## src/rtl/line_write_buffer_if.sv

```systemverilog
// Line-level memory port bundle: upstream cache-controller side plus downstream
// main-memory side of the write buffer, and the occupancy count.
interface line_write_buffer_if #(
  parameter int unsigned LINE_ADDR_LEN = 3,
  parameter int unsigned ADDR_LEN      = 9,
  parameter int unsigned DEPTH         = 4
);
  localparam int unsigned LineW = 32 * (1 << LINE_ADDR_LEN);
  localparam int unsigned CntW  = $clog2(DEPTH) + 1;

  logic [ADDR_LEN-1:0] up_addr;
  logic                up_rd_req;
  logic                up_wr_req;
  logic [LineW-1:0]    up_wr_line;
  logic [LineW-1:0]    up_rd_line;
  logic                up_gnt;

  logic [ADDR_LEN-1:0] mem_addr;
  logic                mem_rd_req;
  logic                mem_wr_req;
  logic [LineW-1:0]    mem_wr_line;
  logic [LineW-1:0]    mem_rd_line;
  logic                mem_gnt;

  logic [CntW-1:0]     wb_count;

  // The buffer itself.
  modport slave (
    input  up_addr, up_rd_req, up_wr_req, up_wr_line, mem_rd_line, mem_gnt,
    output up_rd_line, up_gnt, mem_addr, mem_rd_req, mem_wr_req, mem_wr_line, wb_count
  );

  // Cache controller plus main memory, seen from outside the buffer.
  modport master (
    output up_addr, up_rd_req, up_wr_req, up_wr_line, mem_rd_line, mem_gnt,
    input  up_rd_line, up_gnt, mem_addr, mem_rd_req, mem_wr_req, mem_wr_line, wb_count
  );
endinterface

```

## src/rtl/line_write_buffer.sv

```systemverilog
// Line write-back buffer: absorbs dirty-line writes into a small circular FIFO,
// drains them to main memory in the background, coalesces repeated writes to a
// queued line and forwards buffered data to read hits. Reads that miss go to
// memory ahead of any pending drain.
module line_write_buffer #(
  parameter int unsigned LINE_ADDR_LEN = 3,
  parameter int unsigned ADDR_LEN      = 9,
  parameter int unsigned DEPTH         = 4
) (
  input logic                 clk,
  input logic                 rst,
  line_write_buffer_if.slave  bus
);
  localparam int unsigned LineW = 32 * (1 << LINE_ADDR_LEN);
  localparam int unsigned PtrW  = $clog2(DEPTH);
  localparam int unsigned CntW  = PtrW + 1;

  localparam logic [1:0] U_IDLE  = 2'd0;
  localparam logic [1:0] U_WAIT  = 2'd1;
  localparam logic [1:0] U_ACK   = 2'd2;

  localparam logic [1:0] D_IDLE  = 2'd0;
  localparam logic [1:0] D_READ  = 2'd1;
  localparam logic [1:0] D_WRITE = 2'd2;

  logic [DEPTH-1:0]    r_valid;
  logic [ADDR_LEN-1:0] r_addr [DEPTH];
  logic [LineW-1:0]    r_line [DEPTH];
  logic [PtrW-1:0]     r_head;
  logic [PtrW-1:0]     r_tail;
  logic [CntW-1:0]     r_count;
  logic [1:0]          r_ustate;
  logic [1:0]          r_dstate;
  logic                r_rd_pending;
  logic [ADDR_LEN-1:0] r_rd_addr;
  logic [LineW-1:0]    r_up_rd_line;

  logic [1:0]          w_ustate_d;
  logic [1:0]          w_dstate_d;
  logic [PtrW-1:0]     w_scan_idx;
  logic                w_rd_hit;
  logic [PtrW-1:0]     w_rd_idx;
  logic                w_coal_hit;
  logic [PtrW-1:0]     w_coal_idx;
  logic                w_in_flight;
  logic                w_pop;
  logic                w_rd_done;
  logic                w_rd_miss;
  logic                w_rd_hit_go;
  logic                w_wr_go;
  logic                w_coal;
  logic                w_enq;
  logic [ADDR_LEN-1:0] w_mem_addr;
  logic                w_mem_rd_req;
  logic                w_mem_wr_req;
  logic [LineW-1:0]    w_mem_wr_line;

  assign w_in_flight = (r_dstate == D_WRITE);
  assign w_pop       = w_in_flight && bus.mem_gnt;
  assign w_rd_done   = (r_dstate == D_READ) && bus.mem_gnt;

  // Address match scan from head to tail; later matches override, so the read
  // result is the youngest copy. The in-flight head never takes a coalesce.
  always_comb begin
    w_scan_idx = '0;
    w_rd_hit   = 1'b0;
    w_rd_idx   = '0;
    w_coal_hit = 1'b0;
    w_coal_idx = '0;
    for (int unsigned k = 0; k < DEPTH; k++) begin
      w_scan_idx = r_head + PtrW'(k);
      if (r_valid[w_scan_idx] && (r_addr[w_scan_idx] == bus.up_addr)) begin
        w_rd_hit = 1'b1;
        w_rd_idx = w_scan_idx;
        if (!(w_in_flight && (w_scan_idx == r_head))) begin
          w_coal_hit = 1'b1;
          w_coal_idx = w_scan_idx;
        end
      end
    end
  end

  // Upstream request decode; a read wins when both requests are high.
  assign w_rd_miss   = (r_ustate == U_IDLE) && bus.up_rd_req && !w_rd_hit;
  assign w_rd_hit_go = (r_ustate == U_IDLE) && bus.up_rd_req && w_rd_hit;
  assign w_wr_go     = (r_ustate == U_IDLE) && !bus.up_rd_req && bus.up_wr_req;
  assign w_coal      = w_wr_go && w_coal_hit;
  // Full check uses the pre-pop count so tail never lands on the slot being popped.
  assign w_enq       = w_wr_go && !w_coal_hit && (r_count < CntW'(DEPTH));

  // Upstream FSM next state.
  always_comb begin
    w_ustate_d = r_ustate;
    case (r_ustate)
      U_IDLE: begin
        if (bus.up_rd_req) begin
          w_ustate_d = w_rd_hit ? U_ACK : U_WAIT;
        end else if (w_coal || w_enq) begin
          w_ustate_d = U_ACK;
        end
      end
      U_WAIT:  if (w_rd_done) w_ustate_d = U_ACK;
      U_ACK:   w_ustate_d = U_IDLE;
      default: w_ustate_d = U_IDLE;
    endcase
  end

  // Downstream FSM next state; a fresh miss is taken straight from idle so it
  // is not queued behind a drain that starts in the same cycle.
  always_comb begin
    w_dstate_d = r_dstate;
    case (r_dstate)
      D_IDLE: begin
        if (r_rd_pending || w_rd_miss) begin
          w_dstate_d = D_READ;
        end else if (r_count != '0) begin
          w_dstate_d = D_WRITE;
        end
      end
      D_READ:  if (bus.mem_gnt) w_dstate_d = D_IDLE;
      D_WRITE: if (bus.mem_gnt) w_dstate_d = D_IDLE;
      default: w_dstate_d = D_IDLE;
    endcase
  end

  // State registers for both FSMs.
  always_ff @(posedge clk or posedge rst) begin
    if (rst) begin
      r_ustate <= U_IDLE;
      r_dstate <= D_IDLE;
    end else begin
      r_ustate <= w_ustate_d;
      r_dstate <= w_dstate_d;
    end
  end

  // FIFO storage, pointers and occupancy.
  always_ff @(posedge clk or posedge rst) begin
    if (rst) begin
      r_valid <= '0;
      r_head  <= '0;
      r_tail  <= '0;
      r_count <= '0;
      for (int unsigned i = 0; i < DEPTH; i++) begin
        r_addr[i] <= '0;
        r_line[i] <= '0;
      end
    end else begin
      if (w_pop) begin
        r_valid[r_head] <= 1'b0;
        r_head          <= r_head + PtrW'(1);
      end
      if (w_enq) begin
        r_valid[r_tail] <= 1'b1;
        r_addr[r_tail]  <= bus.up_addr;
        r_line[r_tail]  <= bus.up_wr_line;
        r_tail          <= r_tail + PtrW'(1);
      end
      if (w_coal) begin
        r_line[w_coal_idx] <= bus.up_wr_line;
      end
      r_count <= r_count + CntW'(w_enq) - CntW'(w_pop);
    end
  end

  // Read bookkeeping: pending miss address and the returned line.
  always_ff @(posedge clk or posedge rst) begin
    if (rst) begin
      r_rd_pending <= 1'b0;
      r_rd_addr    <= '0;
      r_up_rd_line <= '0;
    end else begin
      if (w_rd_miss) begin
        r_rd_pending <= 1'b1;
        r_rd_addr    <= bus.up_addr;
      end
      if (w_rd_hit_go) begin
        r_up_rd_line <= r_line[w_rd_idx];
      end
      if (w_rd_done) begin
        r_up_rd_line <= bus.mem_rd_line;
        r_rd_pending <= 1'b0;
      end
    end
  end

  // Downstream outputs decode from the state; zero whenever idle.
  always_comb begin
    w_mem_addr    = '0;
    w_mem_rd_req  = 1'b0;
    w_mem_wr_req  = 1'b0;
    w_mem_wr_line = '0;
    case (r_dstate)
      D_READ: begin
        w_mem_rd_req = 1'b1;
        w_mem_addr   = r_rd_addr;
      end
      D_WRITE: begin
        w_mem_wr_req  = 1'b1;
        w_mem_addr    = r_addr[r_head];
        w_mem_wr_line = r_line[r_head];
      end
      default: ;
    endcase
  end

  assign bus.mem_addr    = w_mem_addr;
  assign bus.mem_rd_req  = w_mem_rd_req;
  assign bus.mem_wr_req  = w_mem_wr_req;
  assign bus.mem_wr_line = w_mem_wr_line;
  assign bus.up_gnt      = (r_ustate == U_ACK);
  assign bus.up_rd_line  = r_up_rd_line;
  assign bus.wb_count    = r_count;

endmodule

```

## src/flat_wrapper.sv

```systemverilog
// flat-port wrapper written by rule: the top's interface ports become plain ports
module line_write_buffer_flat 
#(
  parameter int unsigned LINE_ADDR_LEN = 3,
  parameter int unsigned ADDR_LEN      = 9,
  parameter int unsigned DEPTH         = 4
)
  (clk, rst, bus_up_addr, bus_up_rd_req, bus_up_wr_req, bus_up_wr_line, bus_mem_rd_line, bus_mem_gnt, bus_up_rd_line, bus_up_gnt, bus_mem_addr, bus_mem_rd_req, bus_mem_wr_req, bus_mem_wr_line, bus_wb_count);
  line_write_buffer_if #(.LINE_ADDR_LEN(LINE_ADDR_LEN), .ADDR_LEN(ADDR_LEN), .DEPTH(DEPTH)) bus_i ();
  input logic clk;
  input logic rst;
  input wire logic [$bits(bus_i.up_addr)-1:0] bus_up_addr;
  input wire logic [$bits(bus_i.up_rd_req)-1:0] bus_up_rd_req;
  input wire logic [$bits(bus_i.up_wr_req)-1:0] bus_up_wr_req;
  input wire logic [$bits(bus_i.up_wr_line)-1:0] bus_up_wr_line;
  input wire logic [$bits(bus_i.mem_rd_line)-1:0] bus_mem_rd_line;
  input wire logic [$bits(bus_i.mem_gnt)-1:0] bus_mem_gnt;
  output wire logic [$bits(bus_i.up_rd_line)-1:0] bus_up_rd_line;
  output wire logic [$bits(bus_i.up_gnt)-1:0] bus_up_gnt;
  output wire logic [$bits(bus_i.mem_addr)-1:0] bus_mem_addr;
  output wire logic [$bits(bus_i.mem_rd_req)-1:0] bus_mem_rd_req;
  output wire logic [$bits(bus_i.mem_wr_req)-1:0] bus_mem_wr_req;
  output wire logic [$bits(bus_i.mem_wr_line)-1:0] bus_mem_wr_line;
  output wire logic [$bits(bus_i.wb_count)-1:0] bus_wb_count;
  assign bus_i.up_addr = bus_up_addr;
  assign bus_i.up_rd_req = bus_up_rd_req;
  assign bus_i.up_wr_req = bus_up_wr_req;
  assign bus_i.up_wr_line = bus_up_wr_line;
  assign bus_i.mem_rd_line = bus_mem_rd_line;
  assign bus_i.mem_gnt = bus_mem_gnt;
  assign bus_up_rd_line = bus_i.up_rd_line;
  assign bus_up_gnt = bus_i.up_gnt;
  assign bus_mem_addr = bus_i.mem_addr;
  assign bus_mem_rd_req = bus_i.mem_rd_req;
  assign bus_mem_wr_req = bus_i.mem_wr_req;
  assign bus_mem_wr_line = bus_i.mem_wr_line;
  assign bus_wb_count = bus_i.wb_count;
  line_write_buffer #(.LINE_ADDR_LEN(LINE_ADDR_LEN), .ADDR_LEN(ADDR_LEN), .DEPTH(DEPTH)) u_core (.clk(clk), .rst(rst), .bus(bus_i));
endmodule
```

## config.mk

```make
export PLATFORM = sky130hd
export DESIGN_NAME = line_write_buffer_flat
export DESIGN_NICKNAME = d
export VERILOG_FILES = /design/src/rtl/line_write_buffer_if.sv /design/src/rtl/line_write_buffer.sv /design/src/flat_wrapper.sv
export SDC_FILE = /design/constraint.sdc
export NUM_CORES = 2
export LEC_CHECK = 0
export CAP_MARGIN = 30
export CELL_PAD_IN_SITES_DETAIL_PLACEMENT = 0
export CELL_PAD_IN_SITES_GLOBAL_PLACEMENT = 2
export CORE_UTILIZATION = 40
export CTS_CLUSTER_DIAMETER = 100
export DETAILED_ROUTE_END_ITERATION = 8
export PLACE_DENSITY_LB_ADDON = 0.1
export SLEW_MARGIN = 20
export SYNTH_ARGS = -nofsm -noshare
export SYNTH_HDL_FRONTEND = slang
export SYNTH_SLANG_ARGS = --single-unit
```

## constraint.sdc

```tcl
create_clock -name clk -period 91.9 [get_ports clk]
set_clock_uncertainty 0.15 [all_clocks]
set_input_delay 18.38 -clock clk [delete_from_list [all_inputs] [get_ports clk]]
set_output_delay 18.38 -clock clk [all_outputs]
set_load 0.02 [all_outputs]
```

Word-level counts from Yosys, hierarchy flattened
Index checks and enable logic that the tools add are counted.
{"block": "word_totals", "register_bits": 1341, "wordCells": 183, "out_inout_bits": 527}
{"block": "op_classes", "n_eq_ne": 15, "magnitude_cmp": 17, "add_sub_neg": 6, "n_reduce_logical": 34, "mux": 84, "bitwise_logic": 10}
{"op": "$mux W256", "count": 9}
{"op": "$bwmux W1024", "count": 2}
{"op": "$mux W1024", "count": 2}
{"op": "$bmux W256 S2", "count": 2}
{"op": "$demux W256 S2", "count": 2}
{"op": "$mux W9", "count": 9}
{"op": "$bmux W9 S2", "count": 4}
{"op": "$mux W2", "count": 19}
{"op": "$bwmux W36", "count": 1}
{"op": "$eq A9 B9 Y1", "count": 4}
{"op": "$mux W1", "count": 22}
{"op": "$ge A3 B3 Y1 const B", "count": 7}
{"op": "$logic_and A1 B1 Y1", "count": 21}
{"op": "$not A2 Y3", "count": 7}
{"op": "$demux W9 S2", "count": 1}
{"op": "$pmux W9 S2", "count": 1}
{"op": "$lt A2 B3 Y1 const B", "count": 5}
{"op": "$bmux W1 S2", "count": 4}
{"op": "$mux W4", "count": 2}
{"op": "$pmux W2 S2", "count": 2}
{"op": "$eq A2 B2 Y1", "count": 3}
{"op": "$lt A3 B1 Y1 const B", "count": 2}
{"op": "$add A2 B1 Y2 const B", "count": 2}
{"op": "$add A2 B2 Y2 const B", "count": 2}
{"op": "other kinds (20)", "count": 31}

Depth between registers and ports, before layout
{"block": "logic_depth", "depth_word": 20, "depth_mapped": 20, "mapped_depth_nobuf": 13}

Worst setup path after synthesis
Ideal clock, no wire load.
{"block": "synth_timing", "kind": "flip-flop to output port", "startpoint": "register u_core.r_head[0]", "endpoint": "output bus_mem_wr_line[235]", "slack_ns": 70.052, "path_stages_with_launch": 11, "n_path_buf": 8, "t_arrival_ns": 3.318, "cell_sequence": "dfrtp_1 buf_6 buf_4 buf_1 clkbuf_1 clkbuf_1 buf_1 clkbuf_1 buf_1 mux4_2 and2_1"}
{"block": "synth_between", "elab_chain_len": 5}
{"element": "start, declared", "line_no": "line_write_buffer.sv:29", "rtl": "logic [PtrW-1:0] r_head;"}
{"element": "start signal, assigned", "line_no": "line_write_buffer.sv:151", "rtl": "r_head <= r_head + PtrW'(1);"}
{"element": "$not A2 Y3 (implied by the code)", "line_no": "line_write_buffer.sv:201", "rtl": "w_mem_wr_line = r_line[r_head];"}
{"element": "$bmux W256 S2", "line_no": "line_write_buffer.sv:201"}
{"element": "$mux W256 (implied by the code) (2 in a row)", "line_no": "line_write_buffer.sv:201"}
{"element": "$mux W256", "line_no": "line_write_buffer.sv:193", "rtl": "case (r_dstate)"}
{"element": "end, declared", "line_no": "flat_wrapper.sv:23", "rtl": "output wire logic [$bits(bus_i.mem_wr_line)-1:0] bus_mem_wr_line;"}
No other way between the ends. The select of a mux whose other input is x is not followed.

Final worst setup path
{"block": "layout_timing", "startpoint": "input bus_up_addr[1]", "endpoint": "register u_core.r_line[339] in the netlist's numbering"}
{"block": "layout_between", "elab_chain_len": 16, "word_cells_on_any_way": 35, "cone_classes": "order compare (2); eq/ne (4); mux (19); bitwise (1); reduce/logical (9)"}
{"element": "start, declared", "line_no": "flat_wrapper.sv:12", "rtl": "input wire logic [$bits(bus_i.up_addr)-1:0] bus_up_addr;"}
{"element": "$eq A9 B9 Y1", "line_no": "line_write_buffer.sv:72", "rtl": "if (r_valid[w_scan_idx] && (r_addr[w_scan_idx] == bus.up_addr)) begin"}
{"element": "$logic_and A1 B1 Y1", "line_no": "line_write_buffer.sv:72"}
{"element": "$mux W2", "line_no": "line_write_buffer.sv:72"}
{"element": "$mux W2", "line_no": "line_write_buffer.sv:75", "rtl": "if (!(w_in_flight && (w_scan_idx == r_head))) begin"}
{"element": "$mux W2", "line_no": "line_write_buffer.sv:72"}
{"element": "$mux W2", "line_no": "line_write_buffer.sv:75"}
{"element": "$mux W2", "line_no": "line_write_buffer.sv:72"}
{"element": "$mux W2", "line_no": "line_write_buffer.sv:75"}
{"element": "$mux W2", "line_no": "line_write_buffer.sv:72"}
{"element": "$not A2 Y3 (implied by the code)", "line_no": "line_write_buffer.sv:160", "rtl": "r_line[w_coal_idx] <= bus.up_wr_line;"}
{"element": "$ge A3 B3 Y1 (implied by the code) / $lt A3 B1 Y1 (equally long branches)", "line_no": "line_write_buffer.sv:160"}
{"element": "$logic_and A1 B1 Y1 (implied by the code)", "line_no": "line_write_buffer.sv:160"}
{"element": "$mux W256 (implied by the code)", "line_no": "line_write_buffer.sv:160"}
{"element": "$demux W256 S2", "line_no": "line_write_buffer.sv:160"}
{"element": "$bwmux W1024", "line_no": "line_write_buffer.sv:160"}
{"element": "$mux W1024 (*)", "line_no": "line_write_buffer.sv:159", "rtl": "if (w_coal) begin"}
{"element": "end signal, assigned by index", "line_no": "line_write_buffer.sv:156", "rtl": "r_line[r_tail] <= bus.up_wr_line;"}
{"element": "end signal, assigned by index", "line_no": "line_write_buffer.sv:160"}
{"element": "end, declared", "line_no": "line_write_buffer.sv:28", "rtl": "logic [LineW-1:0] r_line [DEPTH];"}
Mark *: on every way between the ends. The rest lies on a longest branch, timed or not.
A chain may end at the register's enable or synchronous reset.

==> reports/metrics.yaml <==
status: "complete, no violations"
ys_seq_area_frac: 0.408
async_flop_share: 1.00
drive_gt1_frac: 0.117
synth_nets: 8354
yosys_warnings: 0
dieWidth_um: 455
postCtsSetupBuffers: 0
cts_resized: 0
regArea_um2: 33600
fillers: 18800
synth_area_um2: 82200
tritoncts: "built"
synthCells: 7814
leakage_nw: 38.8
multiInputGateArea_um2: 45200
hold_buffers: 0
first_pass_iters: 6
gp_congestion: 0.856
fin_nets: 8919
synth_top_flop_cell: "dfrtp_1"
crit_slowest_cell: "clkdlybuf4s50_1"
cp.arrival_ns: 26.03
max-vdd-ir-drop_uv: 31.4
hold_viol_final: 0
synth_edf_count: 0
ant_nets: 0
finalSetupViolCount: 0
p_int_mw: 2.04
core_area_um2: 204000
cts_buffer_depth: 3
yosysUniqueCellTypes: 55
grt_max_degree: 173
ys_seq_elements: 1341
final_common_cell: "nand2_1"
path_class: "in2reg"
first_iter_violations: 6619
post-place-cells: 10900
seq_power_share: 0.349
htree_levels: 4
numCtsBuffers: 166
final_area_um2: 100000
io_pins: 1053
timing.hold.ws_ns: 0.347
tightest_slew_ns: 1.28
dp_hpwl_mm: 201
power_density_nw_per_um2: 34.4
required_ns: 92.44
clkPwrFrac: 0.193
grt_usage: 0.323
clk_latency_ns: 0.81
endpoint_kind: "flip-flop"
crit_path_cell_trace: "clkdlybuf4s50_1, xor2_1, o221ai_1, nand4_1, or3_4, buf_12, or3b_1, nor4_4, nand2_1, o31ai_4, buf_12, buf_4, buf_4, mux2_2"
area_growth_pct: 21.7
slew_violations: 0
syn_avg_cell_area_um2: 10.5
most-common-layout-cells: "1575 x nand2_1, 1339 x dfrtp_1, 1052 x clkdlybuf4s50_1"
dieArea_um2: 207000
wire_per_inst_um: 30.6
grt_overflow: 0
setup_slack_ns: 66.41
die_h_um: 455
start_kind: "primary input"
swShare: 0.407
rsz0062_at_grt: "false"
fmax_mhz: 39.2
vias: 72400
rows: 166
drv_cap: 0
power_mw: 3.43
clk_pin_slew_ns: 0.06
cp_max_fo: 127
hold_class: "reg2reg"
start_util: 0.402
routed_wl_mm: 345
fin_crit_sh: 0.277
pwr-share-comb: 0.457
min_period_ns: 25.49
dp_slack_ns: 65.60
port_buffers: 1052
drc_errors: 0
tns_ns: 0
grt_pass1_wl_mm: 499
vias_per_cell: 6.43
relSlewSlack: 0.148
fin_cells: 11300
cts-root-buf: "clkbuf_16"
grt_pass1_vias: 71500
clkSinkCount: 1341
antenna_found_initial: 97
p_switching_mw: 1.40
max_stage_delay_ns: 0.91
placed_area_um2: 94200
fin_util: 0.489
-- power by group through the flow --
stage	registers [mW]	logic (mW)	clock network, mW
global placement	1.18	1.54	0
CTS	1.19	1.57	0.676
floorplan	1.15	1.01	0
global route	1.24	1.69	0.699
finish	1.20	1.57	0.663
detailed placement	1.19	1.57	0
-- layer usage --
layer	up-vias	GRT usage	wire length [um]
met5	-	0	356
met4	54	0.219	21000
met3	741	0.0545	23700
met2	3270	0.503	162000
met1	37600	0.413	138000
li1	30800	-	-
-- synth_stat cells, types with 2 or more instances --
cell	count	area share
o21ai_2	3	0.00032
a21oi_1	7	0.00043
a21o_1	2	0.00018
a211o_1	2	0.00021
buf_4	83	0.0076
clkbuf_1	600	0.027
ha_1	13	0.0020
a22oi_1	9	0.00082
o221a_2	4	0.00055
nand3_1	260	0.016
o221ai_1	5	0.00053
nor2_1	266	0.012
nor2b_1	11	0.00084
a2bb2oi_1	255	0.027
buf_6	22	0.0030
inv_1	14	0.00064
o21bai_1	3	0.00027
mux2i_1	263	0.032
o21ai_0	258	0.016
dfrtp_1	1341	0.41
nand2_1	1576	0.072
a311oi_1	255	0.027
o32a_1	255	0.031
xnor2_1	35	0.0037
nor4b_1	2	0.00021
xor2_1	15	0.0016
nand2b_1	4	0.00030
nor4_1	3	0.00023
mux4_2	288	0.079
mux2_2	277	0.038
nor4_4	2	0.00052
buf_2	37	0.0023
nor3_1	4	0.00024
and2_1	259	0.020
nand4_1	10	0.00076
mux2_1	793	0.11
buf_1	51	0.0023
a221oi_1	510	0.054
-- final timing paths --
path	start	end	slack (ns)	depth (start not counted)
max	bus_up_addr[1]	u_core.r_line[339]	66.41	14
min	u_core.r_ustate[1]	u_core.r_ustate[1]	0.35	1
max reg2reg	u_core.r_head[0]	u_core.r_line[80]	82.21	18
min reg2reg	u_core.r_ustate[1]	u_core.r_ustate[1]	0.35	1
max in group asynchronous	rst	u_core.bus.up_rd_line[179]	69.81	6
min in group asynchronous	rst	u_core.r_line[535]	17.94	2
-- cells by family (layout without fill, tap and decap cells) --
logic type               count (synthesis)  in the layout  synth area share
AND/OR/NAND/NOR                       2404           2404             0.123
multiplexers                          1621           1621             0.258
AO/OA/AOI/OAI                         1577           1577             0.160
flip-flops                            1341           1341             0.408
buffers and inverters                  807           1512            0.0432
XOR/XNOR                                50             50           0.00533
adder cells (fa/ha/maj)                 14             14           0.00222
other                                    0             66                 0
-- registers in the layout, indices dropped and copies added, names as in the netlist --
name / count
u_core.bus.up_rd_line: 256
u_core.bus.wb_count: 3
u_core.r_addr: 36
u_core.r_dstate: 2
u_core.r_head: 2
u_core.r_line: 1024
u_core.r_rd_addr: 9
u_core.r_rd_pending: 1
u_core.r_tail: 2
u_core.r_ustate: 2
u_core.r_valid: 4
-- worst max-delay path: cells and delay by family --
family,cells,cell delay [ns]
and+or+nand+nor,5,2.34
AOI/OAI and AO/OA,2,0.38
muxes,1,0.42
xor gates and xnor gates,1,0.19
buffers and inverters,5,3.90
-- layout make-up --
type / instances / area share
Antenna cell: 66 / 0.00165
Clock buffer: 262 / 0.0508
Clock inverter: 46 / 0.00374
Inverter: 14 / 0.000676
Multi-Input combinational cell: 5666 / 0.452
Sequential cell: 1341 / 0.336
Tap cell: 2688 / 0.0336
Timing Repair Buffer: 1190 / 0.121
(Power assumes the default switching activity.)
